$ cat config.mk
export PLATFORM = sky130hd
export DESIGN_NAME = mem_arbiter
export DESIGN_NICKNAME = d
export VERILOG_FILES = /design/src/rtl/mem_arbiter.sv
export SDC_FILE = /design/constraint.sdc
export NUM_CORES = 1
export LEC_CHECK = 0
export CAP_MARGIN = 10
export CORE_AREA = 2 2 89 91
export CTS_CLUSTER_DIAMETER = 150
export DETAILED_ROUTE_END_ITERATION = 8
export DIE_AREA = 0 0 91 93
export PLACE_DENSITY = 0.72
export SETUP_SLACK_MARGIN = 0.02
export SLEW_MARGIN = 20
export SYNTH_ARGS = -nofsm -noshare
export SYNTH_HDL_FRONTEND = slang
export SYNTH_SLANG_ARGS = --single-unit
$ cat constraint.sdc
create_clock -name clk -period 2.6 [get_ports clk]
set_input_delay 0.26 -clock clk [delete_from_list [all_inputs] [get_ports clk]]
set_output_delay 0.26 -clock clk [all_outputs]
set_load 0.01 [all_outputs]
$ cat src/rtl/mem_arbiter.sv
// -----------------------------------------------------------------------------
// mem_arbiter
// Two-port arbiter in front of a single-port synchronous memory. The loader
// port wins by default; after MAX_BURST consecutive loader grants taken while
// the core is waiting, the core is given exactly one forced turn. Grants are
// combinational, so every granted access completes in the cycle it is
// granted. Read data comes back one cycle later, and the valid flag goes to
// whichever port issued the read.
//
// Ports
//   clk, nrst                    clock, synchronous active-low reset
//   core_req/wre/ad/din          core access request (write when wre=1)
//   core_gnt, core_stall         core access issued / core waiting this cycle
//   core_rvalid, core_rdata      core read data, one cycle after a read grant
//   ld_req/wre/ad/din            loader access request
//   ld_gnt, ld_rvalid, ld_rdata  loader grant and read return
//   mem_ce/wre/ad/din            single-port memory drive
//   mem_dout                     memory read data (registered inside memory)
// -----------------------------------------------------------------------------
module mem_arbiter #(
   parameter int MAX_BURST = 4
) (
   input  logic        clk,
   input  logic        nrst,
   input  logic        core_req,
   input  logic        core_wre,
   input  logic [7:0]  core_ad,
   input  logic [31:0] core_din,
   output logic        core_gnt,
   output logic        core_stall,
   output logic        core_rvalid,
   output logic [31:0] core_rdata,
   input  logic        ld_req,
   input  logic        ld_wre,
   input  logic [7:0]  ld_ad,
   input  logic [31:0] ld_din,
   output logic        ld_gnt,
   output logic        ld_rvalid,
   output logic [31:0] ld_rdata,
   output logic        mem_ce,
   output logic        mem_wre,
   output logic [7:0]  mem_ad,
   output logic [31:0] mem_din,
   input  logic [31:0] mem_dout
);

   localparam logic [3:0] MaxBurst = 4'(MAX_BURST);

   typedef enum logic [1:0] {
      IDLE,   // no grant last cycle
      LOAD,   // loader granted last cycle
      CORE,   // core granted last cycle
      FORCE   // core owed a turn after a full loader burst
   } arbState;

   arbState    state;
   arbState    nextState;
   logic [3:0] burstCnt;
   logic [3:0] burstNext;
   logic [1:0] rdOwner;   // {core read, loader read} issued last cycle
   logic       coreGnt;
   logic       ldGnt;

   // ---------------------------------------------------------------------------
   // Grant decision. Reset masks every grant so nothing reaches the memory.
   // ---------------------------------------------------------------------------
   always_comb begin
      // NOTE: every signal assigned in a combinational block gets a default
      // first, so no path through the if/else leaves it unassigned (a latch).
      coreGnt = 1'b0;
      ldGnt   = 1'b0;
      if (nrst) begin
         if (state == FORCE && core_req) begin
            coreGnt = 1'b1;
         end else if (ld_req) begin
            ldGnt = 1'b1;
         end else if (core_req) begin
            coreGnt = 1'b1;
         end
      end
   end

   // ---------------------------------------------------------------------------
   // Burst counter and next state. FORCE is entered on the edge where the
   // counter reaches MAX_BURST, so the core gets its grant in the very next
   // cycle (L x MAX_BURST, then C).
   // ---------------------------------------------------------------------------
   always_comb begin
      burstNext = burstCnt;
      if (!core_req || coreGnt) begin
         burstNext = 4'd0;
      end else if (ldGnt && burstCnt != MaxBurst) begin
         burstNext = burstCnt + 4'd1;
      end

      nextState = IDLE;
      if (state == FORCE) begin
         nextState = coreGnt ? CORE : IDLE;
      end else if (core_req && burstNext == MaxBurst) begin
         nextState = FORCE;
      end else if (ldGnt) begin
         nextState = LOAD;
      end else if (coreGnt) begin
         nextState = CORE;
      end
   end

   always_ff @(posedge clk) begin
      // NOTE: registers take non-blocking assignments so every flop samples
      // values from before the edge, regardless of statement order.
      if (!nrst) begin
         state    <= IDLE;
         burstCnt <= 4'd0;
         rdOwner  <= 2'b00;
      end else begin
         state    <= nextState;
         burstCnt <= burstNext;
         rdOwner  <= {coreGnt & ~core_wre, ldGnt & ~ld_wre};
      end
   end

   // ---------------------------------------------------------------------------
   // Memory drive: taken from the granted port, all zero when idle.
   // ---------------------------------------------------------------------------
   always_comb begin
      mem_wre = 1'b0;
      mem_ad  = 8'd0;
      mem_din = 32'd0;
      if (coreGnt) begin
         mem_wre = core_wre;
         mem_ad  = core_ad;
         mem_din = core_din;
      end else if (ldGnt) begin
         mem_wre = ld_wre;
         mem_ad  = ld_ad;
         mem_din = ld_din;
      end
   end

   assign mem_ce     = coreGnt | ldGnt;
   assign core_gnt   = coreGnt;
   assign ld_gnt     = ldGnt;
   assign core_stall = nrst & core_req & ~coreGnt;

   // rdOwner still holds last cycle's read during the first reset cycle;
   // gating with nrst drops that pending return immediately.
   assign core_rvalid = nrst & rdOwner[1];
   assign ld_rvalid   = nrst & rdOwner[0];
   assign core_rdata  = mem_dout;
   assign ld_rdata    = mem_dout;

endmodule

==> out/metrics.cfg <==
[logic_synthesis]
yosysTopAreaCell=buf_4
netlist_instances=162
ys_ff_latch=8
ys_types=28
netlist_area_um2=1316
synth.area.top_cells=buf_4, a22o_1, dfxtp_1
netlist.area_leader.share=0.3650
synth.avg_cell_area_um2=8.125
ys_seq_area_frac=0.1217
syn-num-nets=282
ys_warn_count=0

[global_routing]
grt_pass1_vias=1439
grt_antenna_before_repair=0
grt_pass1_wl_um=6844
grt_overflow=0
track_usage=0.09841
grt_max_degree=46

[final_layout]
stdcell_area_um2=2338
drive_gt1_frac=0.05677
syn_to_final_growth_pct=77.66
nNetsFinal=351
num_antenna_cells=0

[sta]
rsz0062_at_grt=false
finClkSkew_ns=0.001344
period_share=0.9307
worstMarginPinSlew_ns=0.4935
setup_violations=0
max_freq_ghz=0.4133
setup_tns_ns=0
post-route-min-period_ns=2.420
max-slew-margin-rel=0.6710
hold_viol_final=0
finalMaxSlewViolations=0

[worst_setup_path]
slowest_stage=clkdlybuf4s50_1
crit_path_end_kind=primary output
r2r_start=burstCnt[0]$_SDFF_PN0_
crit_chain=clkdlybuf4s50_1, nand3_2, and2_4, a22o_1, clkdlybuf4s50_1
crit_type=input pin to primary output
worstPathArrival_ns=2.16
rrSetupSlack_ns=0.87
cp.required_ns=2.34
crit_path_start_kind=input pin
crit_fanout=45
worstRegToRegCells=6
cpMostUsedCell=clkdlybuf4s50_1
worst_r2r_endpoint=state[1]$_SDFF_PN0_
slowest_delay_ns=0.56

[die]
ios=229
fp.coreArea_um2=7527
start_util=0.1749
dieArea_um2=8463
die-width_um=91
die_h_um=93
rows=32

[placement]
dp_hpwl_um=3771
placed_area_um2=2295
gp_congestion=0.7759
portBuffers=132

[clock_tree]
cts_root_buf=clkbuf_8
cts_made_buffers=3
clock_sinks=8
post_cts_buffers=0
cts_tree=yes
cts.path.max_buffers=2
clock_latency_ns=0.23
cts_max_level=1

[routing]
vias=1409
antenna_left=0
wl_per_cell_um=13.98
drc=0
vias_per_cell=4.257
drtIter0Drc=39
first_pass_iters=4
routed_wl_um=4627

[min_path]
hp-start=mem_dout[11]
hold_class=input pin to primary output
min_to=core_rdata[11]
hold_path_depth=0

[flow_run]
maxCapViolations=0

[outcome]
outcome=complete, no violations

[power_and_ir_drop]
irDropWorstVdd_mv=0.1010
p_leak_nw=0.8847
powerDensity_nw_per_um2=255.4

[synthesized netlist by cell type]
library cell / count
dfxtp_1: 8
a22o_1: 41
nand4_1: 2
nand2_1: 4
buf_2: 5
a31o_1: 1
buf_6: 1
and2_4: 1
xnor2_1: 1
a211oi_2: 1
a21oi_2: 1
nor2b_1: 2
nor2_1: 4
a21oi_1: 1
ha_1: 2
o211ai_1: 1
inv_1: 5
o21a_1: 1
and2_1: 5
a31oi_1: 1
nand3_2: 1
buf_4: 64
a311oi_1: 1
clkbuf_1: 3
a311o_1: 1
mux2i_1: 2
mux2_2: 1
o21ai_0: 1
[cells by family after synthesis]
group | share of synthesized area
AND/OR/NAND/NOR | 0.07984
XOR/XNOR | 0.006655
buffers and inverters | 0.4154
multiplexers | 0.02376
adder cells (fa/ha/maj) | 0.01901
AO/OA/AOI/OAI | 0.3336
flip-flops | 0.1217
[state kept, by name, indices dropped and copies added, names as in the netlist]
signal,flops
burstCnt,4
rdOwner,2
state,2
[cell type report]
type / instances / area (um2)
Multi-Input combinational cell: 76 / 616.8
Fill cell: 806 / 5189
Sequential cell: 8 / 160.2
Tap cell: 102 / 127.6
Timing Repair Buffer: 137 / 1374
Clock buffer: 3 / 41.29
Inverter: 5 / 18.77
[worst max-delay path, delay by kind of cell]
family          cells  cell delay (ns)
compound gates      1             0.22
simple gates        2             0.61
buf+inv             2             1.05
[through the flow]
step	hold WS (ns)	total power [W]	instances	setup WS (ns)	utilization
after floorplan	0.3316	0.0003241	162	1.020	-
after global placement	0.5201	0.0004517	328	0.09919	0.3049
after detailed placement	0.5201	0.0004542	328	0.1027	0.3049
after CTS	0.5201	0.0006048	331	0.09731	0.3103
after global routing	0.5200	0.0006265	331	0.03610	0.3107
final	0.5200	0.0005972	331	0.1802	0.3107
[worst max-delay path by stage]
stage | startpoint | endpoint | slack (ns) | cells after the start
6_report | core_req | mem_din[11] | 0.18 | 5
5_1_grt | core_req | mem_din[11] | 0.04 | 5
4_1_cts | ld_req | mem_din[11] | 0.1 | 5
3_5_place_dp | ld_req | mem_din[18] | 0.10 | 5
3_3_place_gp | ld_req | mem_din[11] | 0.1 | 5
2_1_floorplan | burstCnt[0]$_SDFF_PN0_ | state[1]$_SDFF_PN0_ | 1.02 | 6
[cell usage in the layout (no fill, tap or decap), types with 2 or more instances in the layout]
cell type / synthesis / routed
clkbuf_8: 0 / 3
nor2_1: 4 / 4
dfxtp_1: 8 / 8
nand2_1: 4 / 4
nand4_1: 2 / 2
buf_4: 64 / 4
ha_1: 2 / 2
inv_1: 5 / 5
nor2b_1: 2 / 2
a22o_1: 41 / 41
and2_1: 5 / 5
clkdlybuf4s50_1: 0 / 131
mux2i_1: 2 / 2
[per-layer routing]
metal  track usage  wire length (um)
met5             0                 0
met4       0.06187               196
met3       0.02659               541
met2        0.1716              2204
met1        0.1057              1684
[report_power, final]
part / switching, W / internal [W] / leakage, nW
combinational: 0.000102 / 0.000222 / 0.798
clock: 0.0000456 / 0.000100 / 0.0216
sequential: 0.00000147 / 0.000126 / 0.0651
total: 0.000149 / 0.000448 / 0.885
[what timing repair did]
action / CTS / global route
resized for setup: 0 / 1
hold buffers: 0 / 0
setup endpoints to repair: 0 / 22
(Power assumes the default switching activity.)
